## src/rtl/axis_fifo_burst_ctrl_if.sv

```systemverilog
// AXI4-Stream handshake bundle shared by the FIFO read side and the burst consumer side.
interface axis_fifo_burst_ctrl_if #(
  parameter int TDATA_WIDTH = 32
) ();
  logic [TDATA_WIDTH-1:0] tdata;
  logic                   tvalid;
  logic                   tready;
  logic                   tlast;

  modport master (output tdata, output tvalid, output tlast, input tready);
  modport slave  (input tdata, input tvalid, input tlast, output tready);
endinterface

```

## src/rtl/axis_fifo_burst_ctrl.sv

```systemverilog
// Burst scheduler: waits for cfg_burst_len buffered words, then passes exactly that many with tlast.
// Optional partial-burst flush on idle timeout is built when AXIS_BURST_CTRL_TIMEOUT_EN is defined.
//
//   state | meaning
//   IDLE  | stream blocked; deciding whether enough words are buffered to start a burst
//   BURST | zero-latency pass-through until the latched word count is exhausted
module axis_fifo_burst_ctrl #(
  parameter int AXIS_TDATA_WIDTH = 32,
  parameter int CNT_WIDTH        = 16,
  parameter int TIMER_WIDTH      = 32
) (
  input  logic                   aclk,
  input  logic                   aresetn,
  input  logic                   cfg_enable,
  input  logic [CNT_WIDTH-1:0]   cfg_burst_len,
  input  logic [TIMER_WIDTH-1:0] cfg_timeout,
  input  logic [CNT_WIDTH-1:0]   fifo_count,
  output logic [31:0]            sts_bursts,
  output logic                   sts_busy,
  axis_fifo_burst_ctrl_if.slave  s_axis,
  axis_fifo_burst_ctrl_if.master m_axis
);

  typedef enum logic {IDLE = 1'b0, BURST = 1'b1} state_t;

  state_t               state;
  logic [CNT_WIDTH-1:0] remaining;
  logic                 in_burst;
  logic                 beat;
  logic                 start_full;
  logic                 unused_s_tlast;

  assign unused_s_tlast = s_axis.tlast;

  assign in_burst   = (state == BURST);
  assign beat       = in_burst & s_axis.tvalid & m_axis.tready;
  assign start_full = cfg_enable && (cfg_burst_len != '0) && (fifo_count >= cfg_burst_len);

  // Outputs are gated by the registered state so an async reset forces them low at once.
  assign m_axis.tdata  = in_burst ? s_axis.tdata : '0;
  assign m_axis.tvalid = in_burst & s_axis.tvalid;
  assign m_axis.tlast  = in_burst && (remaining == CNT_WIDTH'(1));
  assign s_axis.tready = in_burst & m_axis.tready;
  assign sts_busy      = in_burst;

`ifdef AXIS_BURST_CTRL_TIMEOUT_EN
  logic [TIMER_WIDTH-1:0] timer;
  logic                   tmo_cond;

  assign tmo_cond = cfg_enable && (cfg_timeout != '0) && (fifo_count != '0)
                    && (fifo_count < cfg_burst_len);
`else
  logic [TIMER_WIDTH-1:0] unused_cfg_timeout;

  assign unused_cfg_timeout = cfg_timeout;
`endif

  always_ff @(posedge aclk or negedge aresetn) begin
    if (!aresetn) begin
      state      <= IDLE;
      remaining  <= '0;
      sts_bursts <= '0;
`ifdef AXIS_BURST_CTRL_TIMEOUT_EN
      timer      <= '0;
`endif
    end else begin
      case (state)
        IDLE: begin
          if (start_full) begin
            remaining <= cfg_burst_len;
            state     <= BURST;
`ifdef AXIS_BURST_CTRL_TIMEOUT_EN
            timer     <= '0;
          end else if (tmo_cond) begin
            // Flush once the idle count would reach cfg_timeout on this edge.
            if (TIMER_WIDTH'(timer + 1'b1) == cfg_timeout) begin
              remaining <= fifo_count;
              state     <= BURST;
              timer     <= '0;
            end else begin
              timer <= TIMER_WIDTH'(timer + 1'b1);
            end
          end else begin
            timer <= '0;
`endif
          end
        end
        BURST: begin
`ifdef AXIS_BURST_CTRL_TIMEOUT_EN
          timer <= '0;
`endif
          if (beat) begin
            remaining <= remaining - CNT_WIDTH'(1);
            if (remaining == CNT_WIDTH'(1)) begin
              state      <= IDLE;
              sts_bursts <= sts_bursts + 32'd1;
            end
          end
        end
        default: state <= IDLE;
      endcase
    end
  end

endmodule

```

## src/flat_wrapper.sv

```systemverilog
// flat-port wrapper written by rule: the top's interface ports become plain ports
module axis_fifo_burst_ctrl_flat 
#(
  parameter int AXIS_TDATA_WIDTH = 32,
  parameter int CNT_WIDTH        = 16,
  parameter int TIMER_WIDTH      = 32
)
  (aclk, aresetn, cfg_enable, cfg_burst_len, cfg_timeout, fifo_count, sts_bursts, sts_busy, s_axis_tdata, s_axis_tvalid, s_axis_tlast, s_axis_tready, m_axis_tdata, m_axis_tvalid, m_axis_tlast, m_axis_tready);
  axis_fifo_burst_ctrl_if #(.TDATA_WIDTH(32)) s_axis_i ();
  axis_fifo_burst_ctrl_if #(.TDATA_WIDTH(32)) m_axis_i ();
  input  logic aclk;
  input  logic aresetn;
  input  logic cfg_enable;
  input  logic [CNT_WIDTH-1:0] cfg_burst_len;
  input  logic [TIMER_WIDTH-1:0] cfg_timeout;
  input  logic [CNT_WIDTH-1:0] fifo_count;
  output logic [31:0] sts_bursts;
  output logic sts_busy;
  input wire logic [$bits(s_axis_i.tdata)-1:0] s_axis_tdata;
  input wire logic [$bits(s_axis_i.tvalid)-1:0] s_axis_tvalid;
  input wire logic [$bits(s_axis_i.tlast)-1:0] s_axis_tlast;
  output wire logic [$bits(s_axis_i.tready)-1:0] s_axis_tready;
  output wire logic [$bits(m_axis_i.tdata)-1:0] m_axis_tdata;
  output wire logic [$bits(m_axis_i.tvalid)-1:0] m_axis_tvalid;
  output wire logic [$bits(m_axis_i.tlast)-1:0] m_axis_tlast;
  input wire logic [$bits(m_axis_i.tready)-1:0] m_axis_tready;
  assign s_axis_i.tdata = s_axis_tdata;
  assign s_axis_i.tvalid = s_axis_tvalid;
  assign s_axis_i.tlast = s_axis_tlast;
  assign s_axis_tready = s_axis_i.tready;
  assign m_axis_tdata = m_axis_i.tdata;
  assign m_axis_tvalid = m_axis_i.tvalid;
  assign m_axis_tlast = m_axis_i.tlast;
  assign m_axis_i.tready = m_axis_tready;
  axis_fifo_burst_ctrl #(.AXIS_TDATA_WIDTH(AXIS_TDATA_WIDTH), .CNT_WIDTH(CNT_WIDTH), .TIMER_WIDTH(TIMER_WIDTH)) u_core (.aclk(aclk), .aresetn(aresetn), .cfg_enable(cfg_enable), .cfg_burst_len(cfg_burst_len), .cfg_timeout(cfg_timeout), .fifo_count(fifo_count), .sts_bursts(sts_bursts), .sts_busy(sts_busy), .s_axis(s_axis_i), .m_axis(m_axis_i));
endmodule
```

## config.mk

```make
export PLATFORM = sky130hd
export DESIGN_NAME = axis_fifo_burst_ctrl_flat
export DESIGN_NICKNAME = d
export VERILOG_FILES = /design/src/rtl/axis_fifo_burst_ctrl_if.sv /design/src/rtl/axis_fifo_burst_ctrl.sv /design/src/flat_wrapper.sv
export SDC_FILE = /design/constraint.sdc
export NUM_CORES = 1
export LEC_CHECK = 0
export BUFFER_PORTS_ARGS = -buffer_cell sky130_fd_sc_hd__clkbuf_2
export CAP_MARGIN = 20
export CORE_ASPECT_RATIO = 1.4
export CORE_MARGIN = 10
export CORE_UTILIZATION = 45
export CTS_BUF_LIST = sky130_fd_sc_hd__clkbuf_8 sky130_fd_sc_hd__clkbuf_16
export CTS_CLUSTER_DIAMETER = 40
export DETAILED_ROUTE_END_ITERATION = 12
export PLACE_DENSITY = 0.83
export SYNTH_ARGS = -nofsm -noshare
export SYNTH_HDL_FRONTEND = slang
export SYNTH_SLANG_ARGS = --single-unit
```

## constraint.sdc

```tcl
create_clock -name aclk -period 2.3 [get_ports aclk]
set_input_delay 0.46 -clock aclk [delete_from_list [all_inputs] [get_ports aclk]]
set_output_delay 0.46 -clock aclk [all_outputs]
set_load 0.02 [all_outputs]
```

==> metrics.yaml, run 1 <==
status:
  status: "finished, violations left"
  violations: "setup timing"
clocking:
  cts_tree: "yes"
  clockBufferDepth: 2
  postCtsHoldBufs: 0
  clock_latency_ns: 0.30
  cts_sinks: 49
  htreeDepth: 2
  clockRootBuffer: "clkbuf_8"
  clk_pin_slew_ns: 0.09
  numCtsBuffers: 5
cells_and_area:
  finalNetCount: 628
  area_growth_syn_to_layout_pct: 40.4
  final_util: 0.655
  multi_input_area_sq_um: 1840
  regArea_sq_um: 1230
  diodes: 0
  nFillCells: 565
  drive_gt1_frac: 0.419
power:
  switching_power_w: 0.000829
  total_power_w: 0.00244
  ir_drop_mv: 0.247
  powerDensity_nw_per_um2: 559
  p_int_w: 0.00161
  seqPwrFrac: 0.450
  swShare: 0.340
  total_leakage_power_nw: 2.26
  p_comb_frac: 0.347
  clkPwrFrac: 0.203
timing:
  tns_ns: -0.0759
  fin_crit_ns: 2.36
  fin_ws_ns: -0.0628
  finalMaxSlewViolations: 0
  finalCritPeriodShare: 1.03
  grt_setup_unrepaired: "true"
  skew_ns: 0.00362
  max_freq_mhz: 423
  worstMarginPinSlew_ns: 0.615
  finalSetupViolCount: 2
  maxSlewHeadroom: 0.590
  hold_viol_final: 0
worst_setup_path:
  cp_max_fo: 2
  reg2regPathDepth: 8
  max_stage_delay_ns: 0.58
  crit_cells: 4
  timing.rr.end: "u_core.sts_bursts[28]"
  crit_path_end: "m_axis_tlast"
  endpoint_kind: "output port"
  crit_chain: "or4_4 -> nor4_4 -> and3_4 -> buf_8"
  critPathKind: "reg -> out"
  worst-path-buf-inv: 1
  startpoint: "u_core.remaining[9]"
  rrSetupSlack_ns: -0.01
  rr_startpoint: "u_core.remaining[9]"
  worstPathRequired_ns: 1.84
  worstPathArrival_ns: 1.90
  cp_slowest_cell: "or4_4"
  path_delay_family: "simple AND/OR/NAND/NOR gates"
  cp-start-kind: "register"
floorplan:
  ios: 170
  start_util: 0.467
  dieHeight_microns: 118
  coreArea_sq_um: 6660
  dieArea_sq_um: 10700
  fp-row-count: 35
  fp.dieW_microns: 90.2
synth:
  syn_area_per_cell_sq_um: 9.39
  netlist_area_sq_um: 3110
  yosys_warnings: 0
  yosysSeqAreaShare: 0.395
  ys_types: 50
  synth-seq-cells: 49
  synth-main-ff-cell: "dfrtp_1"
  async_flop_share: 1.00
  synth_top_area_frac: 0.395
  synth_area_leader_cell: "dfrtp_1"
  synth_top_cells_by_area: "dfrtp_1 39%, xnor2_1 8.2%, ha_1 7.7%"
  synth_fp_nets: 452
  synth_common_cells: "49 x dfrtp_1, 35 x and2_1, 33 x nand2_1"
  synth_most_common_cell: "dfrtp_1"
  synthCells: 331
  synth-edff-count: 0
placed_design:
  place_congestion: 0.829
  io_buffer_count: 136
  dpl.hpwl_microns: 7680
routing:
  drc: 0
  antenna_left: 0
  firstDrtPassIters: 4
  vias: 3108
  wl_per_cell_microns: 15.9
  routed_wl_microns: 9520
  vias_per_cell: 5.18
  initialDrtViolationCount: 48
global_routing:
  antenna_found_initial: 0
  groute.usage.overall: 0.164
  grt_pass1_wl_microns: 15000
  grt_pass1_vias: 3171
  grt.overflow.total: 0
  grt_max_degree: 50
run:
  drv_cap: 0
worst_hold_path:
  min_path_type: "in -> async"
worst reg2reg max path, stage by stage (launching register included):
cell	delay (ns)
dfrtp_1	0.39
or4_4	0.58
nor4_4	0.30
buf_4	0.17
nand4_1	0.16
nor3_4	0.20
buf_6	0.16
nand4_1	0.11
xnor2_1	0.15
cell usage in the layout (no fill, tap or decap), types with 2 or more instances in the layout:
cell type	instances
and2_1	35
or4_1	5
o21ai_0	12
clkinvlp_4	2
nand4_1	8
o21a_1	4
clkbuf_2	135
clkbuf_8	5
a21oi_1	14
nor3_1	6
dfrtp_1	49
inv_1	22
xnor2_2	2
and4_1	5
o311ai_0	4
buf_4	41
nand3_1	14
o22ai_1	2
o211ai_1	2
nor2_1	13
ha_1	18
xor2_1	2
nand2_1	31
nand3_2	5
and3_4	3
xnor2_1	28
o221ai_1	2
nor4_1	3
and3_1	8
worst min path at each step:
stage                     cells past startpoint               endpoint  slack, ns
final                                         2  u_core.sts_bursts[27]       0.25
after global routing                          2  u_core.sts_bursts[27]       0.31
after CTS                                     2  u_core.sts_bursts[18]       0.28
after detailed placement                      1  u_core.sts_bursts[28]       0.48
after global placement                        1  u_core.sts_bursts[28]       0.47
after floorplan                               0    u_core.remaining[0]       0.16
per-stage QoR:
stage,setup slack (ns),area (sq um),hold WS [ns],instances
5_1_grt,-0.110,4360,0.311,600
3_3_place_gp,-0.241,4070,0.474,579
2_1_floorplan,0.101,3110,0.164,331
6_report,-0.0628,4360,0.246,600
4_1_cts,-0.171,4200,0.277,590
3_5_place_dp,-0.352,4070,0.482,579
registers in the layout, summed over array words and instances (netlist names):
name and flops:
u_core.remaining 16, u_core.sts_busy 1, u_core.sts_bursts 32
kinds of logic (layout without fill, tap and decap cells):
kind of cell | after synthesis | count (layout) | share of synthesized area
AOI/OAI and AO/OA | 50 | 50 | 0.107
xor gates and xnor gates | 32 | 32 | 0.0926
adders and majority gates | 19 | 19 | 0.0765
buffers and inverters | 32 | 209 | 0.0447
DFF | 49 | 49 | 0.395
and+or+nand+nor | 149 | 149 | 0.285
layer usage:
layer  vias up  part of all wire  GRT usage
met5         -                 0          0
met2       113              0.52      0.299
met3        17             0.074     0.0576
met1      1465              0.38      0.174
li1       1513                 -          -
met4         0             0.019     0.0439
layout make-up:
class	count	share of cell area
inverter	22	0.0189
multi-input combinational	250	0.421
sequential	49	0.281
clock inverter	3	0.00430
tap	92	0.0264
clock buffer	5	0.0158
timing repair buffer	179	0.233
repair_timing:
action | CTS | global route
buffers inserted | 3 | 9
resized for setup | 5 | 19
gates cloned | 0 | 1
pin swaps | 5 | 14
setup endpoints to repair | 7 | 31
power groups by stage:
stage | combinational (W) | sequential [W] | clock, W
2_1_floorplan | 0.000409 | 0.00110 | 0
3_3_place_gp | 0.000721 | 0.00110 | 0
3_5_place_dp | 0.000755 | 0.00111 | 0
4_1_cts | 0.000785 | 0.00109 | 0.000507
5_1_grt | 0.000932 | 0.00111 | 0.000543
6_report | 0.000845 | 0.00110 | 0.000494
(Power assumes the default switching activity.)
==> run 2, diff against run 1 <==
- BUFFER_PORTS_ARGS: -buffer_cell sky130_fd_sc_hd__clkbuf_2 -> -buffer_cell sky130_fd_sc_hd__buf_2
==> run 2 against run 1 <==
Against the previous run: the flow still finishes with violations (setup timing); highest routed layer unchanged; die area did not move; via count shrank 1.8%; sequential power barely moved; clock skew rose by 0.0019 ns; count of clock-buffer cells in the layout unchanged; flip-flop and latch count is the same; non-clock buffer count down 6; largest power group unchanged; core utilization shrank 1.2 points; combinational power down 4.1%; critical path depth increased by 3; critical endpoint is now u_core.sts_bursts[28].
==> metrics.yaml, run 2 (synthesized netlist as in run 1, its figures left out) <==
power:
  total_leakage_power_nw: 2.23  # -1.5%
  powerDensity_nw_per_um2: 557  # -0.31%
  ir_drop_mv: 0.344  # +39%
cells_and_area:
  nFillCells: 562  # -0.53%
  area_growth_syn_to_layout_pct: 37.8
  layout_commonest_cell: "buf_2"
  regMostFlops: "u_core.sts_bursts"
  final_cell_mix: "135 x buf_2, 49 x dfrtp_1, 37 x buf_4, 35 x and2_1, 30 x nand2_1"
  largest_reg_flops: 32  # unchanged
  finalNetCount: 622  # -0.96%
  drive_gt1_frac: 0.410  # -0.00893
floorplan:
  ios: 170  # unchanged
  dieArea_sq_um: 10700  # unchanged
  fp.dieW_microns: 90.2  # unchanged
  dieHeight_microns: 118  # unchanged
  coreArea_sq_um: 6660  # unchanged
  start_util: 0.467  # unchanged
  fp-row-count: 35  # unchanged
clocking:
  clockBufferDepth: 2  # unchanged
  htreeDepth: 2  # unchanged
  numCtsBuffers: 5  # unchanged
  cts_tree: "yes"
  cts_sinks: 49  # unchanged
  clock_latency_ns: 0.30  # about the same
  clockRootBuffer: "clkbuf_8"
  clk_pin_slew_ns: 0.09  # about the same
worst_setup_path:
  rrSetupSlack_ns: -0.08  # -0.07 ns
  cp_slowest_cell: "or4_4"
  critPathKind: "reg -> reg"
  worstPathRequired_ns: 2.52  # +0.68 ns
  crit_top_cell: "nand4_1"
  reg2regPathDepth: 7  # -1
  rr_startpoint: "u_core.remaining[10]"
  timing.rr.end: "u_core.sts_bursts[28]"
  cp_max_fo: 7  # +5
  worstPathArrival_ns: 2.60  # +0.70 ns
  cp-start-kind: "register"
  endpoint_kind: "register"
  max_stage_delay_ns: 0.57  # about the same
  crit_chain: "or4_4 -> nor4_4 -> buf_4 -> nand4_1 -> nor3_4 -> nand4_1 -> xnor2_1"
global_routing:
  antenna_found_initial: 2  # +2
  grt_pass1_wl_microns: 15100  # +0.73%
  grt_pass1_vias: 3211  # +1.3%
  grt.overflow.total: 0  # unchanged
  grt_max_degree: 50  # unchanged
  groute.usage.overall: 0.166  # +0.00122
routing:
  routed_wl_microns: 9210  # -3.3%
  vias_per_cell: 5.12  # -1.1%
  wl_per_cell_microns: 15.4  # -2.6%
  antenna_left: 0  # unchanged
  initialDrtViolationCount: 67  # +40%
  vias: 3053  # -1.8%
  drc: 0  # unchanged
  firstDrtPassIters: 5  # +1
status:
  violations: "setup timing"
  status: "finished, violations left"
timing:
  fin_ws_ns: -0.0788  # -0.0160 ns
  hold_slack_ns: 0.249  # +0.00275 ns
  hold_viol_final: 0  # unchanged
  fin_crit_ns: 2.38  # +0.0160 ns
  skew_ns: 0.00552  # +0.00190 ns
  finalMaxSlewViolations: 0  # unchanged
  max_freq_mhz: 420  # -0.67%
  grt_setup_unrepaired: "true"
  finalCritPeriodShare: 1.03  # +0.00696
  maxSlewHeadroom: 0.591  # +0.00150
  finalSetupViolCount: 8  # +6
  worstMarginPinSlew_ns: 0.613  # -0.00225 ns
run:
  drv_cap: 0  # unchanged
placed_design:
  dp_worst_setup_slack_ns: -0.380  # -0.0279 ns
  place_congestion: 0.822  # -0.88%
  io_buffer_count: 136  # unchanged
  dpl.hpwl_microns: 7630  # -0.59%
worst_hold_path:
  min_path_type: "in -> async"
[run 2: final cells by class]
cell class | count | area [sq um] | share of cell area
Antenna cell | 2 | 5.00 | 0.00117
Clock buffer | 5 | 68.8 | 0.0161
Clock inverter | 3 | 13.8 | 0.00321
Inverter | 22 | 82.6 | 0.0193
Multi-Input combinational cell | 250 | 1810 | 0.422
Sequential cell | 49 | 1230 | 0.286
Tap cell | 92 | 115 | 0.0269
Timing Repair Buffer | 173 | 965 | 0.225
[run 2: worst max path at each step]
| stage | from | endpoint | slack, ns | depth (start not counted) |
|---|---|---|---|---|
| 2_1_floorplan | fifo_count[0] | u_core.remaining[9] | 0.10 | 9 |
| 3_3_place_gp | cfg_burst_len[13] | u_core.remaining[14] | -0.24 | 10 |
| 3_5_place_dp | cfg_burst_len[13] | u_core.remaining[14] | -0.38 | 10 |
| 4_1_cts | u_core.remaining[1] | m_axis_tlast | -0.18 | 6 |
| 5_1_grt | u_core.remaining[10] | u_core.sts_bursts[28] | -0.21 | 7 |
| 6_report | u_core.remaining[10] | u_core.sts_bursts[28] | -0.08 | 7 |
[run 2: routing by layer]
metal / vias up / part of all wire / GRT usage
met4: 0 / 0.017 / 0.0409
met1: 1445 / 0.39 / 0.175
li1: 1507 / - / -
met2: 90 / 0.52 / 0.307
met5: - / 0 / 0
met3: 11 / 0.072 / 0.0538
[run 2: critical path: cells and delay by family (launching register included)]
family,cells,cell delay (ns)
DFF,1,0.39
xor gates and xnor gates,1,0.19
and+or+nand+nor,5,1.54
buffers and inverters,1,0.16
[run 2: repair_timing]
| item | CTS | global route |
|---|---|---|
| hold buffers | 0 | 0 |
| gates resized for setup | 6 | 11 |
| buffers inserted | 3 | 3 |
| endpoints found under the setup margin | 6 | 28 |
| pin swaps | 5 | 8 |
| endpoints found under the hold margin | 0 | 0 |
[run 2: metrics by stage]
step	power, W	cells	TNS (ns)	utilization	area (sq um)
6_report	0.00238	596	-0.371	0.643	4280
5_1_grt	0.00256	595	-1.72	0.643	4280
4_1_cts	0.00237	591	-1.02	0.632	4210
3_5_place_dp	0.00186	580	-4.34	0.613	4080
2_1_floorplan	0.00151	331	0	-	3110
3_3_place_gp	0.00182	580	-3.06	0.613	4080
[run 2: power by group]
part	switching, W	total [W]	internal [W]
clock network	0.000270	0.000477	0.000207
logic	0.000416	0.000810	0.000394
registers	0.000111	0.00110	0.000986
